$ cat src/rtl/systolic_drain_if.sv
// Write port toward the m2 result memory: one tile row per word, with ready backpressure.
interface systolic_drain_if #(
    parameter int unsigned N       = 3,
    parameter int unsigned D_W_ACC = 16,
    parameter int unsigned M       = 6
);
    localparam int unsigned AW = $clog2(M * M / N);

    logic                 wr_en;
    logic [AW-1:0]        wr_addr;
    logic [N*D_W_ACC-1:0] wr_data;
    logic                 wr_ready;

    modport master (output wr_en, output wr_addr, output wr_data, input wr_ready);
    modport slave  (input wr_en, input wr_addr, input wr_data, output wr_ready);
endinterface

$ cat src/rtl/systolic_drain.sv
// Collects the diagonal wavefront of PE accumulators into a ping-pong tile buffer and drains
// each completed N x N tile row by row into the m2 memory.
module systolic_drain #(
    parameter int unsigned D_W_ACC = 16,
    parameter int unsigned N       = 3,
    parameter int unsigned M       = 6
) (
    input  logic                clk,
    input  logic                rst,
    input  logic [D_W_ACC-1:0]  D [N][N],
    input  logic [N-1:0]        valid_D [N],
    systolic_drain_if.master    wr,
    output logic                tile_done,
    output logic                mat_done,
    output logic                overflow
);
    localparam int unsigned TPR = M / N;
    localparam int unsigned T   = TPR * TPR;
    localparam int unsigned AW  = $clog2(M * M / N);
    localparam int unsigned RW  = (N > 1) ? $clog2(N) : 1;
    localparam int unsigned TW  = (T > 1) ? $clog2(T) : 1;

    localparam logic [0:0] IDLE  = 1'b0;
    localparam logic [0:0] DRAIN = 1'b1;

    // Partial tile is staged apart from the banks so capture never disturbs a bank being drained.
    logic [D_W_ACC-1:0] stage_q [N][N];
    logic [D_W_ACC-1:0] bank_q  [2][N][N];
    logic [N-1:0]       mask_q  [N];
    logic [1:0]         full_q, full_d;
    logic               fill_bank_q, drain_bank_q;
    logic [0:0]         state_q;
    logic [RW-1:0]      row_q;
    logic [TW-1:0]      tile_cnt_q;
    logic               tile_done_q, mat_done_q, overflow_q;

    logic [N-1:0]       take     [N];
    logic [N-1:0]       mask_nxt [N];
    logic               dup, complete, accept, last_row, store, discard;
    logic [N*D_W_ACC-1:0] row_data;
    int unsigned        addr_full;

    always_comb begin
        dup      = 1'b0;
        complete = 1'b1;
        for (int i = 0; i < N; i++) begin
            take[i]     = valid_D[i] & ~mask_q[i];
            mask_nxt[i] = mask_q[i] | valid_D[i];
            if (|(valid_D[i] & mask_q[i])) dup = 1'b1;
            if (!(&mask_nxt[i])) complete = 1'b0;
        end
    end

    assign accept   = wr.wr_en && wr.wr_ready;
    assign last_row = (row_q == RW'(N - 1));

    // A bank freed this cycle is available to the tile completing this cycle.
    always_comb begin
        full_d = full_q;
        if (accept && last_row) full_d[drain_bank_q] = 1'b0;
        store   = complete && !full_d[fill_bank_q];
        discard = complete && full_d[fill_bank_q];
        if (store) full_d[fill_bank_q] = 1'b1;
    end

    always_ff @(posedge clk) begin
        for (int i = 0; i < N; i++) begin
            for (int j = 0; j < N; j++) begin
                if (take[i][j]) stage_q[i][j] <= D[i][j];
                if (store) bank_q[fill_bank_q][i][j] <= take[i][j] ? D[i][j] : stage_q[i][j];
            end
        end
    end

    always_ff @(posedge clk) begin
        if (rst) begin
            full_q       <= '0;
            fill_bank_q  <= 1'b0;
            drain_bank_q <= 1'b0;
            state_q      <= IDLE;
            row_q        <= '0;
            tile_cnt_q   <= '0;
            tile_done_q  <= 1'b0;
            mat_done_q   <= 1'b0;
            overflow_q   <= 1'b0;
            for (int i = 0; i < N; i++) mask_q[i] <= '0;
        end else begin
            full_q      <= full_d;
            tile_done_q <= 1'b0;
            mat_done_q  <= 1'b0;
            if (dup || discard) overflow_q <= 1'b1;
            for (int i = 0; i < N; i++) mask_q[i] <= complete ? '0 : mask_nxt[i];
            if (store) fill_bank_q <= ~fill_bank_q;

            case (state_q)
                IDLE: begin
                    if (full_q[drain_bank_q]) begin
                        state_q <= DRAIN;
                        row_q   <= '0;
                    end
                end
                DRAIN: begin
                    if (accept) begin
                        if (last_row) begin
                            row_q        <= '0;
                            drain_bank_q <= ~drain_bank_q;
                            tile_done_q  <= 1'b1;
                            if (tile_cnt_q == TW'(T - 1)) begin
                                mat_done_q <= 1'b1;
                                tile_cnt_q <= '0;
                            end else begin
                                tile_cnt_q <= tile_cnt_q + 1'b1;
                            end
                            state_q <= full_q[~drain_bank_q] ? DRAIN : IDLE;
                        end else begin
                            row_q <= row_q + 1'b1;
                        end
                    end
                end
                default: state_q <= IDLE;
            endcase
        end
    end

    always_comb begin
        row_data  = '0;
        addr_full = 0;
        if (state_q == DRAIN) begin
            for (int j = 0; j < N; j++) row_data[j*D_W_ACC +: D_W_ACC] = bank_q[drain_bank_q][row_q][j];
            addr_full = ((32'(tile_cnt_q) / TPR) * N + 32'(row_q)) * TPR + 32'(tile_cnt_q) % TPR;
        end
    end

    assign wr.wr_en   = (state_q == DRAIN);
    assign wr.wr_addr = AW'(addr_full);
    assign wr.wr_data = row_data;
    assign tile_done  = tile_done_q;
    assign mat_done   = mat_done_q;
    assign overflow   = overflow_q;
endmodule

$ cat src/flat_wrapper.sv
// flat-port wrapper written by rule: the top's interface ports become plain ports
module systolic_drain_flat 
#(
    parameter int unsigned D_W_ACC = 16,
    parameter int unsigned N       = 3,
    parameter int unsigned M       = 6
)
  (clk, rst, D, valid_D, tile_done, mat_done, overflow, wr_wr_en, wr_wr_addr, wr_wr_data, wr_wr_ready);
  systolic_drain_if #(.N(N), .D_W_ACC(D_W_ACC), .M(M)) wr_i ();
  input  logic clk;
  input  logic rst;
  input  logic [D_W_ACC-1:0] D[N][N];
  input  logic [N-1:0] valid_D[N];
  output logic tile_done;
  output logic mat_done;
  output logic overflow;
  output wire logic [$bits(wr_i.wr_en)-1:0] wr_wr_en;
  output wire logic [$bits(wr_i.wr_addr)-1:0] wr_wr_addr;
  output wire logic [$bits(wr_i.wr_data)-1:0] wr_wr_data;
  input wire logic [$bits(wr_i.wr_ready)-1:0] wr_wr_ready;
  assign wr_wr_en = wr_i.wr_en;
  assign wr_wr_addr = wr_i.wr_addr;
  assign wr_wr_data = wr_i.wr_data;
  assign wr_i.wr_ready = wr_wr_ready;
  systolic_drain #(.D_W_ACC(D_W_ACC), .N(N), .M(M)) u_core (.clk(clk), .rst(rst), .D(D), .valid_D(valid_D), .wr(wr_i), .tile_done(tile_done), .mat_done(mat_done), .overflow(overflow));
endmodule
$ cat config.mk
export PLATFORM = sky130hd
export DESIGN_NAME = systolic_drain_flat
export DESIGN_NICKNAME = d
export VERILOG_FILES = /design/src/rtl/systolic_drain_if.sv /design/src/rtl/systolic_drain.sv /design/src/flat_wrapper.sv
export SDC_FILE = /design/constraint.sdc
export NUM_CORES = 1
export LEC_CHECK = 0
export BUFFER_PORTS_ARGS = -buffer_cell sky130_fd_sc_hd__buf_2
export CORE_MARGIN = 8
export CORE_UTILIZATION = 60
export CTS_BUF_LIST = sky130_fd_sc_hd__clkbuf_8
export DETAILED_ROUTE_END_ITERATION = 7
export PLACE_DENSITY = 0.82
export SLEW_MARGIN = 10
export SYNTH_ARGS = -nofsm -noshare
export SYNTH_HDL_FRONTEND = slang
export SYNTH_SLANG_ARGS = --single-unit
$ cat constraint.sdc
create_clock -name clk -period 11.75 [get_ports clk]
set_input_delay 2.9375 -clock clk [delete_from_list [all_inputs] [get_ports clk]]
set_output_delay 2.9375 -clock clk [all_outputs]
set_load 0.01 [all_outputs]
# After elaboration in Yosys (flattened, before gate mapping)
# Memory sizes are Yosys's and may differ from the RTL's. A register that Yosys moved wholly into a read port is not among the register bits.
# Cells that the tools add are included.
# word_totals
regBits	12
out_inout_bits	56
latch_bits	0
ram_bits	441
input_bits	156
romBits	0
elab_cells	144
n_memories	3
# memory_table
memory	depth	word_bits	read_ports	rd_ports_with_merged_regs	write_ports	line	text
u_core.bank_q	2	144	1	1	1	systolic_drain.sv:28	logic [D_W_ACC-1:0] bank_q [2][N][N];
u_core.stage_q	3	48	3	0	3	systolic_drain.sv:27	logic [D_W_ACC-1:0] stage_q [N][N];
u_core.mask_q	3	3	3	0	3	systolic_drain.sv:29	logic [N-1:0] mask_q [N];
# classes
n_reduce_logical	18
n_lt_le_gt_ge	6
bitwise_logic	24
addsub	4
muxes	75
shifts	0
n_div	0
n_eq_ne	4
multipliers	1
# op_table
operator	count
$mux 16	9
$mux 48	3
$bmux 48 s2	1
$mux 1	45
$and 3x3->3	6
$mux 3	6
$mux 2	6
$reduce_and 3->1	4
$reduce_or 3->1	4
$not 3->3	3
$or 3x3->3	3
$logic_and 1x1->1	6
$lt 1x2->1 const B	3
$not 1->1	5
$add 2x1->2 const B	2
$add 4x1->4	1
$eq 2x2->1 const B	2
$mux 4	1
$pmux 2 s2	1
$reduce_or 4->1	1
$add 3x2->3	1
$ge 3x3->1 const B	1
$mul 1x2->3 const B	1
$not 2->3	1
12 further kinds	16

# Depth between registers and ports, before layout
# Gate-level depths: netlist of the first run.
# depth
depth_word	13
depth_mapped	8
mapped_depth_nobuf	5

# Worst setup path before layout of the first run
# Ideal clock, no wire load.
# synth_timing
path_type	input to register
start	input valid_D[2] (netlist name)
end	memory u_core.bank_q[0][0] (netlist name) (enable)
cell_stages	5
required_time_ps	11084
t_arrival_ps	10041
setup_slack_ps	1043
setup_ps	666
n_path_buf	0
path_cell_list	o22ai_1 -> nor4_1 -> nor4b_4 -> nand2b_1 -> nor2b_1
# synth_via
elab_chain_cells	6
# synth_rtl
item	line	text
start, declared	flat_wrapper.sv:13	input logic [N-1:0] valid_D[N];
$or 3x3->3	systolic_drain.sv:48	mask_nxt[i] = mask_q[i] | valid_D[i];
$reduce_and 3->1	systolic_drain.sv:50	if (!(&mask_nxt[i])) complete = 1'b0;
$mux 1	systolic_drain.sv:50	
$logic_and 1x1->1	systolic_drain.sv:61	store = complete && !full_d[fill_bank_q];
$mux 1 (2 in series)	systolic_drain.sv:70	if (store) bank_q[fill_bank_q][i][j] <= take[i][j] ? D[i][j] : stage_q[i][j];
end, declared	systolic_drain.sv:28	
# No other way between the ends.

# Worst setup path in the final report of the first run
# layout_timing
start	register u_core.row_q[1]
end	output wr_wr_data[39]
# layout_via
elab_chain_cells	5
# layout_rtl
item	line	text
start, declared	systolic_drain.sv:33	logic [RW-1:0] row_q;
start signal, assigned	systolic_drain.sv:116	row_q <= row_q + 1'b1;
$not 2->3 (not written as such)	systolic_drain.sv:129	for (int j = 0; j < N; j++) row_data[j*D_W_ACC +: D_W_ACC] = bank_q[drain_bank_q][row_q][j];
$bmux 48 s2	n/a	
$mux 48 (2 in series)	n/a	
$mux 48	systolic_drain.sv:128	if (state_q == DRAIN) begin
end, declared	flat_wrapper.sv:19	output wire logic [$bits(wr_i.wr_data)-1:0] wr_wr_data;
# No other way between the ends. The select of a mux whose other input is x is not followed.

==> reports/metrics.yaml, run 1 <==
status:
  run_status: "finished, final reports clean"
yosys:
  synth.net_count: 1246
  syn-cell-area_um2: 16900
  yosys_warnings: 0
  yosys_register_bits: 454
  syn_avg_cell_area_um2: 15.5
  synth_cell_types: 40
  synthCells: 1087
  seq_area_frac_synth_pct: 71.0
clocking:
  cts_buffer_depth: 3
  cts.sinks: 454
  cts_tree: "yes"
  htree_num_levels: 3
  clk_pin_slew_worst_paths_ns: 0.06
  cts_buffers: 71
  hold_buffers: 0
  clkLatencyLatePin_ns: 0.58
  root_buffer: "clkbuf_8"
  post_cts_buffers: 0
  ctsResizeCount: 0
final_layout:
  drive_above_1_share_pct: 34.5
  syn2layout_area_growth_pct: 15.8
  final_nets: 1467
  final_common_cell: "edfxtp_1"
  final_cell_mix: "288 x edfxtp_1, 211 x buf_2, 162 x dfxtp_1"
  fillers: 1830
global_routing:
  antenna_found_initial: 4
  grt_pass1_wl_um: 54600
  grt_pass1_vias: 10415
  overflow: 0
  grt_max_degree: 100
  track_usage_pct: 20.9
placement:
  gp_routability_congestion: 0.770
  post-place-ws_ns: 5.46
  dpl.hpwl_um: 22100
  port_buffers: 211
setup_path:
  crit_end: "wr_wr_data[39]"
  path_class: "reg -> out"
  crit_start: "u_core.row_q[1]$_SDFFE_PP0P_"
  cp-start-kind: "register"
  crit_buf_inv: 3
  rr_worst_depth: 5
  cp.arrival_ns: 4.03
  r2r_slack_ns: 7.34
  crit_family: "flip-flops"
  slowest_stage: "dfxtp_4"
  crit_path_end_kind: "primary output"
  worstPathCellList: "inv_2 > nor2_4 > buf_4 > nand2_1 > o211ai_1 > o211a_1 > buf_2"
  r2r_end: "u_core.bank_q[1][0]$_DFFE_PP_"
  slowest_delay_ns: 1.07
  cp_num_cells: 7
  path_max_fanout: 99
  required_ns: 8.81
  r2r-start: "u_core.row_q[0]$_SDFFE_PP0P_"
floorplanning:
  die_x_um: 184
  dieArea_um2: 33700
  ios: 212
  start_util_pct: 60.9
  core_area_um2: 27700
  dieHeight_um: 184
  rows: 61
sta:
  fin_crit_ns: 6.97
  hold_viol: 0
  grt_setup_unrepaired: "false"
  setup_viol_count_final: 0
  skew_ns: 0.0243
  worst_slack_ns: 4.78
  drv_slew: 0
  tns_ns: 0
  worst_pin_slew_ns: 1.21
  slew_headroom_pct: 19.1
  fin_crit_sh_pct: 59.3
  clock.fmax_mhz: 144
power_and_ir_drop:
  p_per_area_nw_per_um2: 170
  irDropWorstVdd_v: 0.000166
  leakagePower_nw: 7.56
routing:
  drc_errors: 0
  num_vias: 9797
  ant_nets: 0
  wire_per_inst_um: 20.3
  vias_per_cell: 5.60
  initialDrtViolationCount: 597
  drt-total-wl_um: 35500
  first_pass_iters: 6
flow_run:
  max_cap_viol_count: 0
min_path:
  min_path_type: "reg -> reg"
==> cells by family after synthesis <==
kind of cell,after synthesis,share of synthesized area (%)
xor gates and xnor gates,1,0.0519
AOI/OAI and AO/OA,165,7.24
and+or+nand+nor,148,3.92
muxes,243,15.5
DFF,454,71.0
buffers and inverters,73,2.05
adders and majority gates,3,0.267
==> worst min path at each step <==
stage	to	slack (ns)	cells past startpoint	startpoint
after detailed placement	u_core.stage_q[1][5]$_DFF_P_	0.47	1	u_core.stage_q[1][5]$_DFF_P_
after global placement	u_core.stage_q[0][40]$_DFF_P_	0.46	1	u_core.stage_q[0][40]$_DFF_P_
after global routing	u_core.stage_q[1][40]$_DFF_P_	0.50	1	u_core.stage_q[1][40]$_DFF_P_
after floorplan	u_core.stage_q[1][0]$_DFF_P_	0.46	1	u_core.stage_q[1][0]$_DFF_P_
after CTS	u_core.stage_q[1][45]$_DFF_P_	0.49	1	u_core.stage_q[1][45]$_DFF_P_
final	u_core.stage_q[1][46]$_DFF_P_	0.49	1	u_core.stage_q[1][46]$_DFF_P_
==> registers in the layout, indices dropped and copies added, names as in the netlist, named ones only <==
register	flops
u_core.mask_q	9
u_core.mat_done	1
u_core.overflow	1
u_core.drain_bank_q	1
u_core.full_q	2
u_core.tile_cnt_q	2
u_core.bank_q	288
u_core.row_q	2
u_core.fill_bank_q	1
u_core.wr.wr_en	1
u_core.tile_done	1
u_core.stage_q	144
==> cells in the mapped netlist (all sizes together) <==
cell	number	area, µm²
edfxtp	288	8650
dfxtp	166	3320
mux2	144	1620
nand2	100	375
mux2i	99	991
o21ai	51	255
o211a	48	480
o211ai	48	360
buf	35	204
clkbuf	34	128
nor2	24	108
nand2b	8	50.1
a21oi	7	35.0
inv	4	15.0
a221oi	3	26.3
and2	3	18.8
nor2b	3	18.8
nor3	3	15.0
a22o	2	17.5
ha	2	25.0
o221ai	2	17.5
o22ai	2	12.5
or2b	2	16.3
a41oi	1	8.76
and3	1	7.51
fa	1	20.0
nand4b	1	15.0
nor4	1	6.26
nor4b	1	23.8
o21a	1	7.51
or2	1	6.26
xnor2	1	8.76
==> where the power goes <==
| part | total, mW | internal, mW | switching, mW |
|---|---|---|---|
| clock | 1.26 | 0.669 | 0.587 |
| sequential | 1.85 | 1.82 | 0.0267 |
| combinational | 0.220 | 0.103 | 0.117 |
| total | 3.32 | 2.59 | 0.731 |
==> routing by layer <==
metal	up-vias	part of all wire, %	track usage (%)
met4	2	2.7	9.50
met5	-	0.028	0
met2	391	50	34.5
met3	69	8.3	5.51
li1	4532	-	-
met1	4803	39	25.5
==> stage by stage <==
stage          instances  hold slack, ns  total power [mW]  utilization [%]  area (µm²)
3_3_place_gp        1613           0.461              2.08             65.4       18100
2_1_floorplan       1087           0.457              2.01                -       16900
5_1_grt             1748           0.500              3.44             70.5       19500
4_1_cts             1745           0.488              3.35             70.5       19500
6_report            1748           0.485              3.32             70.5       19500
3_5_place_dp        1613           0.473              2.10             65.4       18100
==> final cells by class <==
cell class,instances,area (µm²),area share (%)
clock buffer,86,1180,6.06
multi-input combinational,560,4560,23.3
timing repair buffer,217,1100,5.64
antenna,3,7.51,0.0384
inverter,4,15.0,0.0769
clock inverter,46,211,1.08
tap,378,473,2.42
sequential,454,12000,61.3
Power figures use the tool's default switching activity.
==> run 2: changes to the inputs <==
Settings changed: CORE_UTILIZATION 60 to 54, PLACE_DENSITY 0.82 to 0.78.
Clock period 11.75 ns to 5.9 ns, I/O delays scaled along.
==> reports/metrics.yaml, run 2 (synthesis gave the netlist of run 1 again) <==
setup_path:
  required_ns: 4.43  # was 8.81 ns
  crit_path_end_kind: "primary output"  # unchanged
  worstPathCellList: "buf_4 > mux2i_1 > o211ai_1 > o211a_1 > buf_2"  # was inv_2 > nor2_4 > buf_4 > nand2_1 > o211ai_1 > o211a_1 > buf_2
  path_max_fanout: 45  # was 99
  cp_num_cells: 5  # was 7
  path_class: "reg -> out"  # unchanged
  slowest_delay_ns: 0.88  # was 1.07 ns
  crit_buf_inv: 2  # was 3
  slowest_stage: "dfxtp_4"  # unchanged
  cp.arrival_ns: 2.97  # was 4.03 ns
  cp-start-kind: "register"  # unchanged
  rr_worst_depth: 4  # was 5
  crit_family: "flip-flops"  # unchanged
placement:
  post-place-ws_ns: 2.03  # was 5.46 ns
  gp_routability_congestion: 0.744  # was 0.770
  port_buffers: 211  # unchanged
  dpl.hpwl_um: 22600  # was 22100 µm
final_layout:
  drive_above_1_share_pct: 35.7  # was 34.5%
  fillers: 2287  # was 1830
  final_nets: 1473  # was 1467
  syn2layout_area_growth_pct: 17.0  # was 15.8%
  final_cell_mix: "288 x edfxtp_1, 211 x buf_2, 162 x dfxtp_1"  # unchanged
  reg_top3: "u_core.bank_q x288, u_core.stage_q x144, u_core.mask_q x9"  # unchanged
  largest_register_ffs: 288  # unchanged
  final_common_cell: "edfxtp_1"  # unchanged
  top_register: "u_core.bank_q"  # unchanged
min_path:
  min_path_type: "reg -> reg"  # unchanged
  worstHoldPathCells: 1  # unchanged
clocking:
  post_cts_buffers: 0  # unchanged
  ctsResizeCount: 0  # unchanged
  clkLatencyLatePin_ns: 0.58  # about the same
  clk_pin_slew_worst_paths_ns: 0.06  # about the same
  cts_buffer_depth: 3  # unchanged
  cts_tree: "yes"  # unchanged
  hold_buffers: 0  # unchanged
  cts.sinks: 454  # unchanged
  htree_num_levels: 3  # unchanged
  root_buffer: "clkbuf_8"  # unchanged
  cts_buffers: 72  # was 71
status:
  run_status: "finished, final reports clean"  # unchanged
sta:
  tns_ns: 0  # unchanged
  fin_crit_ns: 4.44
  worst_slack_ns: 1.46  # was 4.78 ns
  worst_pin_slew_ns: 1.13  # was 1.21 ns
  slew_headroom_pct: 24.8  # was 19.1%
  drv_slew: 0  # unchanged
  hold_viol: 0  # unchanged
  setup_viol_count_final: 0  # unchanged
  grt_setup_unrepaired: "false"  # unchanged
  fin_crit_sh_pct: 75.3
  clock.fmax_mhz: 225
  skew_ns: 0.0297  # was 0.0243 ns
global_routing:
  grt_pass1_vias: 10415  # unchanged
  grt_max_degree: 103  # was 100
  antenna_found_initial: 5  # was 4
  track_usage_pct: 19.2  # was 20.9%
  overflow: 0  # unchanged
  grt_pass1_wl_um: 54900  # was 54600 µm
routing:
  initialDrtViolationCount: 628  # was 597
  first_pass_iters: 5  # was 6
  vias_per_cell: 5.48  # was 5.60
  num_vias: 9699  # was 9797
  drc_errors: 0  # unchanged
  ant_nets: 0  # unchanged
  wire_per_inst_um: 20.2  # was 20.3 µm
  drt-total-wl_um: 35800  # was 35500 µm
flow_run:
  max_cap_viol_count: 0  # unchanged
floorplanning:
  start_util_pct: 55.0  # was 60.9%
  dieArea_um2: 37100  # was 33700 µm²
  dieHeight_um: 193  # was 184 µm
  ios: 212  # unchanged
  core_area_um2: 30700  # was 27700 µm²
  die_x_um: 193  # was 184 µm
  rows: 64  # was 61
power_and_ir_drop:
  total_power_mw: 6.82  # was 3.32 mW
  leakagePower_nw: 7.63  # was 7.56 nW
  irDropWorstVdd_v: 0.000225  # was 0.000166 V
  p_per_area_nw_per_um2: 346  # was 170 nW/µm²
## run 2: power by group
| part | internal (mW) | switching [mW] |
|---|---|---|
| Clock | 1.53 | 1.20 |
| Combinational | 0.204 | 0.219 |
| Sequential | 3.62 | 0.0498 |
## run 2: through the flow
step	utilization, %	instances	area, µm²	hold slack, ns
final	64.4	1770	19700	0.482
after global routing	64.4	1769	19700	0.502
after CTS	64.3	1768	19700	0.486
after detailed placement	59.4	1636	18200	0.473
after global placement	59.4	1636	18200	0.462
after floorplan	-	1087	16900	0.457
## run 2: worst paths after layout
kind / end / slack (ns) / startpoint
worst max register to register: u_core.bank_q[1][16]$_DFFE_PP_ / 2.66 / u_core.wr.wr_en$_SDFF_PP0_
worst max-delay path: wr_wr_data[23] / 1.46 / u_core.row_q[0]$_SDFFE_PP0P_
worst min register to register: u_core.stage_q[2][40]$_DFF_P_ / 0.48 / u_core.stage_q[2][40]$_DFF_P_
worst min-delay path: u_core.stage_q[2][40]$_DFF_P_ / 0.48 / u_core.stage_q[2][40]$_DFF_P_
## run 2: layout make-up
cell class              instances  area [µm²]  share of cell area (%)
multi-input cells             560        4560                    23.1
flip-flops and latches        454       12000                    60.7
clock inverters                45         319                    1.62
inverters                       4        15.0                  0.0761
well taps                     396         495                    2.51
repair buffers                222        1160                    5.90
clock buffers                  87        1200                    6.07
diodes                          2        5.00                  0.0254
## run 2: layer usage
metal  track usage [%]  wire (µm)
met1              23.1      14700
met2              33.5      18100
met3              4.63       2260
met4              6.35        617
met5                 0         58
